**config.mk**
```make
export PLATFORM = sky130hd
export DESIGN_NAME = fetch_queue_flat
export DESIGN_NICKNAME = d
export VERILOG_FILES = /design/src/rtl/fetch_queue_pkg.sv /design/src/rtl/fetch_queue_if.sv /design/src/rtl/fetch_queue.sv /design/src/flat_wrapper.sv
export SDC_FILE = /design/constraint.sdc
export NUM_CORES = 1
export LEC_CHECK = 0
export BUFFER_PORTS_ARGS = -buffer_cell sky130_fd_sc_hd__clkbuf_2
export CAP_MARGIN = 20
export CORE_MARGIN = 2
export CORE_UTILIZATION = 40
export DETAILED_ROUTE_END_ITERATION = 12
export GPL_TIMING_DRIVEN = 0
export PLACE_DENSITY = 0.54
export SETUP_SLACK_MARGIN = 0.15
export SLEW_MARGIN = 20
export SYNTH_ARGS = -nofsm -noshare
export SYNTH_HDL_FRONTEND = slang
export SYNTH_SLANG_ARGS = --single-unit
```
**constraint.sdc**
```tcl
create_clock -name clk -period 13.4 [get_ports clk]
set_input_delay 2.68 -clock clk [delete_from_list [all_inputs] [get_ports clk]]
set_output_delay 2.68 -clock clk [all_outputs]
set_load 0.02 [all_outputs]
```
**src/rtl/fetch_queue_pkg.sv**
```systemverilog
// fetch_queue_pkg: shared entry type and constants for the fetch queue
package fetch_queue_pkg;
  typedef struct packed {
    logic [31:0] insn;
    logic [31:0] pc;
    logic        pred_taken;
  } fq_entry_t;
  localparam logic [31:0] NOP_INSN = 32'h00000013;
endpackage

```
**src/rtl/fetch_queue_if.sv**
```systemverilog
// fetch_queue_if: fetch-side and decode-side handshake bundle of the fetch queue
interface fetch_queue_if #(parameter int DEPTH = 8);
  logic                       flush;
  logic                       in_valid;
  logic                       in_ready;
  logic [31:0]                in_insn;
  logic [31:0]                in_pc;
  logic                       in_pred_taken;
  logic                       out_valid;
  logic                       out_ready;
  logic [31:0]                out_insn;
  logic [31:0]                out_pc;
  logic                       out_pred_taken;
  logic [$clog2(DEPTH+1)-1:0] count;
  modport master (
    output flush, in_valid, in_insn, in_pc, in_pred_taken, out_ready,
    input  in_ready, out_valid, out_insn, out_pc, out_pred_taken, count
  );
  modport slave (
    input  flush, in_valid, in_insn, in_pc, in_pred_taken, out_ready,
    output in_ready, out_valid, out_insn, out_pc, out_pred_taken, count
  );
endinterface

```
**src/rtl/fetch_queue.sv**
```systemverilog
// fetch_queue: in-order instruction buffer between fetch and decode; FETCH_QUEUE_BYPASS_EN enables empty-queue pass-through
module fetch_queue
  import fetch_queue_pkg::*;
#(
  parameter int DEPTH = 8
) (
  input logic         clk,
  input logic         rst,
  fetch_queue_if.slave q
);
  localparam int AW = $clog2(DEPTH);
  localparam int CW = $clog2(DEPTH + 1);
  fq_entry_t   mem [DEPTH];
  fq_entry_t   in_e, hd;
  logic [AW:0] head_q, head_d, tail_q, tail_d;
  logic [CW-1:0] count_q, count_d;
  logic        empty, full, byp, wr, rd;
  // Handshake, bypass selection and next-state pointers/count
  always_comb begin
    in_e  = '{insn: q.in_insn, pc: q.in_pc, pred_taken: q.in_pred_taken};
    empty = head_q == tail_q;
    full  = head_q[AW] != tail_q[AW] && head_q[AW-1:0] == tail_q[AW-1:0];
`ifdef FETCH_QUEUE_BYPASS_EN
    byp   = empty && q.in_valid && !q.flush;
`else
    byp   = 1'b0;
`endif
    hd               = byp ? in_e : mem[head_q[AW-1:0]];
    q.in_ready       = !full && !q.flush;
    q.out_valid      = !q.flush && (!empty || byp);
    q.out_insn       = q.out_valid ? hd.insn : NOP_INSN;
    q.out_pc         = q.out_valid ? hd.pc : 32'h0;
    q.out_pred_taken = q.out_valid && hd.pred_taken;
    q.count          = count_q;
    wr      = q.in_valid && q.in_ready && !(byp && q.out_ready);
    rd      = q.out_valid && q.out_ready && !byp;
    head_d  = q.flush ? '0 : head_q + (AW+1)'(rd);
    tail_d  = q.flush ? '0 : tail_q + (AW+1)'(wr);
    count_d = q.flush ? '0 : count_q + CW'(wr) - CW'(rd);
  end
  // Pointer and occupancy registers
  always_ff @(posedge clk or posedge rst) begin
    if (rst) begin
      head_q  <= '0;
      tail_q  <= '0;
      count_q <= '0;
    end else begin
      head_q  <= head_d;
      tail_q  <= tail_d;
      count_q <= count_d;
    end
  end
  // Entry storage, written at tail on an accepted push
  always_ff @(posedge clk) begin
    if (wr) mem[tail_q[AW-1:0]] <= in_e;
  end
endmodule

```
**src/flat_wrapper.sv**
```systemverilog
// flat-port wrapper written by rule: the top's interface ports become plain ports
module fetch_queue_flat import fetch_queue_pkg::*;
#(
  parameter int DEPTH = 8
)
  (clk, rst, q_flush, q_in_valid, q_in_insn, q_in_pc, q_in_pred_taken, q_out_ready, q_in_ready, q_out_valid, q_out_insn, q_out_pc, q_out_pred_taken, q_count);
  fetch_queue_if #(.DEPTH(DEPTH)) q_i ();
  input logic clk;
  input logic rst;
  input wire logic [$bits(q_i.flush)-1:0] q_flush;
  input wire logic [$bits(q_i.in_valid)-1:0] q_in_valid;
  input wire logic [$bits(q_i.in_insn)-1:0] q_in_insn;
  input wire logic [$bits(q_i.in_pc)-1:0] q_in_pc;
  input wire logic [$bits(q_i.in_pred_taken)-1:0] q_in_pred_taken;
  input wire logic [$bits(q_i.out_ready)-1:0] q_out_ready;
  output wire logic [$bits(q_i.in_ready)-1:0] q_in_ready;
  output wire logic [$bits(q_i.out_valid)-1:0] q_out_valid;
  output wire logic [$bits(q_i.out_insn)-1:0] q_out_insn;
  output wire logic [$bits(q_i.out_pc)-1:0] q_out_pc;
  output wire logic [$bits(q_i.out_pred_taken)-1:0] q_out_pred_taken;
  output wire logic [$bits(q_i.count)-1:0] q_count;
  assign q_i.flush = q_flush;
  assign q_i.in_valid = q_in_valid;
  assign q_i.in_insn = q_in_insn;
  assign q_i.in_pc = q_in_pc;
  assign q_i.in_pred_taken = q_in_pred_taken;
  assign q_i.out_ready = q_out_ready;
  assign q_in_ready = q_i.in_ready;
  assign q_out_valid = q_i.out_valid;
  assign q_out_insn = q_i.out_insn;
  assign q_out_pc = q_i.out_pc;
  assign q_out_pred_taken = q_i.out_pred_taken;
  assign q_count = q_i.count;
  fetch_queue #(.DEPTH(DEPTH)) u_core (.clk(clk), .rst(rst), .q(q_i));
endmodule
```
==> impl_metrics.json <==
{
  "status": "completed",
  "ys.flop_type": "edfxtp_1",
  "grtUsageTotal": 0.173,
  "max_stage_delay_ns": 0.49,
  "pwr-share-seq": 0.505,
  "vdd_ir_drop_max_mv": 0.0950,
  "rsz0062_at_grt": "false",
  "synth_largest_area_cell": "edfxtp_1",
  "async_flop_share": 0.0226,
  "grt_pass1_wl_mm": 66.9,
  "dp.cells": 1782,
  "synth_fp_nets": 986,
  "max_freq_ghz": 0.148,
  "post-route-period-util": 0.505,
  "cp_common_cell": "clkbuf_2",
  "cp-start-kind": "input port",
  "grt_max_degree": 31,
  "wl_per_cell_um": 24.0,
  "syn_area_sq_mm": 0.0206,
  "first_global_vias": 10200,
  "die_h_um": 231,
  "hold_buffers": 0,
  "pwr_density_cell_mw_per_mm2": 150,
  "comb_power_share": 0.098,
  "final_cell_count_no_fill": 1880,
  "synthCells": 909,
  "synthTopCellsByArea": "edfxtp_1 (76%), mux4_2 (14%), mux2i_1 (3.2%)",
  "cts_setup_buffers": 0,
  "end_kind": "output pin",
  "clock_power_share": 0.397,
  "final_antenna_net_count": 0,
  "ys_seq_elements": 532,
  "die_area_sq_mm": 0.0533,
  "hold_violations": 0,
  "clk_pin_slew_ns": 0.06,
  "core_sq_mm": 0.0511,
  "fin_skew_ns": 0.0156,
  "initial_core_util": 0.403,
  "drive_above_1_share": 0.375,
  "post_cts_resized": 0,
  "power.switching_uw": 822,
  "dr.pass1.iters": 5,
  "gp_congestion": 0.709,
  "path_cells": "clkbuf_2, inv_1, o41ai_2, buf_2, buf_4, nor2_1, clkbuf_2",
  "ys_seq_area_frac": 0.773,
  "dp_hpwl_mm": 29.2,
  "drtIter0Drc": 777,
  "cp_max_fo": 10,
  "hold_ws_ns": 0.613,
  "die_w_um": 231,
  "layout_min_cycle_time_ns": 6.76,
  "drt-total-wl_mm": 45.0,
  "fin_nets": 1236,
  "synth_warnings": 0,
  "vias": 9613,
  "hold_path.class": "reg -> reg",
  "syn_avg_cell_area_sq_um": 22.6,
  "relSlewSlack": 0.359,
  "maxCapViolCount": 0,
  "synth.most_common_cell": "edfxtp_1",
  "grt_overflow": 0,
  "rows": 83,
  "p_int_uw": 2850,
  "slew_viol_final": 0,
  "root_buffer": "clkbuf_16",
  "cts_sinks": 532,
  "critical_path_class": "in -> out",
  "critPathArrivalTime_ns": 4.08,
  "p_leak_uw": 0.00798,
  "viasPerCell": 5.11,
  "h-tree-depth": 2,
  "area_growth_pct": 19.1,
  "finalSetupViolations": 0,
  "crit_required_ns": 10.72,
  "synth_cell_type_count": 36,
  "tightestPinTransition_ns": 0.961,
  "cts_buffer_depth": 3,
  "tritoncts": "done",
  "power_switching_share": 0.224,
  "synth_commonest_cells": "edfxtp_1 (520), mux4_2 (130), nor2_1 (70)",
  "clock_latency_ns": 0.61,
  "drc": 0,
  "tns_ns": 0,
  "antenna_found_initial": 3,
  "io_pins": 141,
  "port_buffers": 140,
  "fillers": 4272,
  "slowest_stage": "buf_2",
  "yosysTopAreaCellShare": 0.759,
  "numCtsBuffers": 55,
  "synth-edff-count": 520
}
## final cells by class
type / instances / area, sq um / share of cell area
antenna: 1 / 2.50 / 0.000102
buffer: 50 / 294 / 0.0120
clock buffer: 70 / 1460 / 0.0597
clock inverter: 27 / 254 / 0.0104
inverter: 9 / 35.0 / 0.00143
multi-input combinational: 318 / 4380 / 0.179
sequential: 532 / 15900 / 0.649
tap: 680 / 851 / 0.0347
timing repair buffer: 193 / 1320 / 0.0539
## state kept, by name, summed over array words and instances, names as in the netlist
name and count:
u_core.head_q 4, u_core.mem 520, u_core.q.count 4, u_core.tail_q 4
## path summary, 6_finish.rpt
kind / cells past startpoint / slack [ns] / endpoint / startpoint
worst max-delay path: 7 / 6.64 / q_out_insn[22] / q_flush
worst min register to register: 2 / 0.61 / u_core.head_q[3] / u_core.head_q[3]
worst max register to register: 11 / 10.17 / u_core.mem[1][25] / u_core.head_q[0]
min in group asynchronous: 2 / 2.09 / u_core.tail_q[1] / rst
max in group asynchronous: 2 / 10.96 / u_core.tail_q[2] / rst
worst min-delay path: 2 / 0.61 / u_core.head_q[3] / u_core.head_q[3]
## kinds of logic (layout without fill, tap and decap cells)
group / count (synthesis) / count (layout) / synth area share
buf+inv: 59 / 349 / 0.0160
simple gates: 98 / 98 / 0.0230
compound gates: 6 / 6 / 0.00237
flops: 532 / 532 / 0.773
mux: 195 / 195 / 0.174
other cells: 0 / 1 / 0
xor+xnor: 12 / 12 / 0.00675
fa+ha+maj: 7 / 7 / 0.00462
## cell usage in the layout, fill, tap and decap left out, types with 20 or more instances in the layout
cell type / synthesis / layout
nor2_1: 70 / 69
clkbuf_16: 0 / 55
buf_2: 22 / 22
clkbuf_2: 0 / 140
mux4_2: 130 / 130
mux2i_1: 65 / 65
buf_6: 2 / 32
clkbuf_1: 8 / 20
buf_4: 17 / 31
edfxtp_1: 520 / 520
## power by group through the flow
stage | Clock [uW] | Sequential, uW | Combinational, uW
CTS | 1490 | 1860 | 371
floorplan | 0 | 1890 | 239
global placement | 0 | 1890 | 358
global route | 1560 | 1860 | 393
finish | 1460 | 1860 | 359
detailed placement | 0 | 1890 | 370
## stage by stage
| step | area, sq um | setup WS [ns] | util | total power [uW] |
|---|---|---|---|---|
| global placement | 22100 | -0.106 | 0.433 | 2250 |
| global route | 24500 | 6.58 | 0.480 | 3810 |
| CTS | 24500 | 6.62 | 0.480 | 3720 |
| finish | 24500 | 6.64 | 0.480 | 3670 |
| detailed placement | 22800 | 6.62 | 0.446 | 2260 |
| floorplan | 20600 | 5.18 | - | 2130 |
## worst max-delay path: cells and delay by family
family	cells	cell delay (ns)
AO/OA/AOI/OAI	1	0.09
buffers and inverters	5	1.19
AND/OR/NAND/NOR	1	0.12
## metal layers
metal  track usage  part of all wire  up-vias
met5             0           0.00051        -
met4        0.0476             0.019        4
met3        0.0294             0.043       64
met2         0.280              0.48      205
met1         0.244              0.45     5077
li1              -                 -     4263
(Power assumes the default switching activity.)
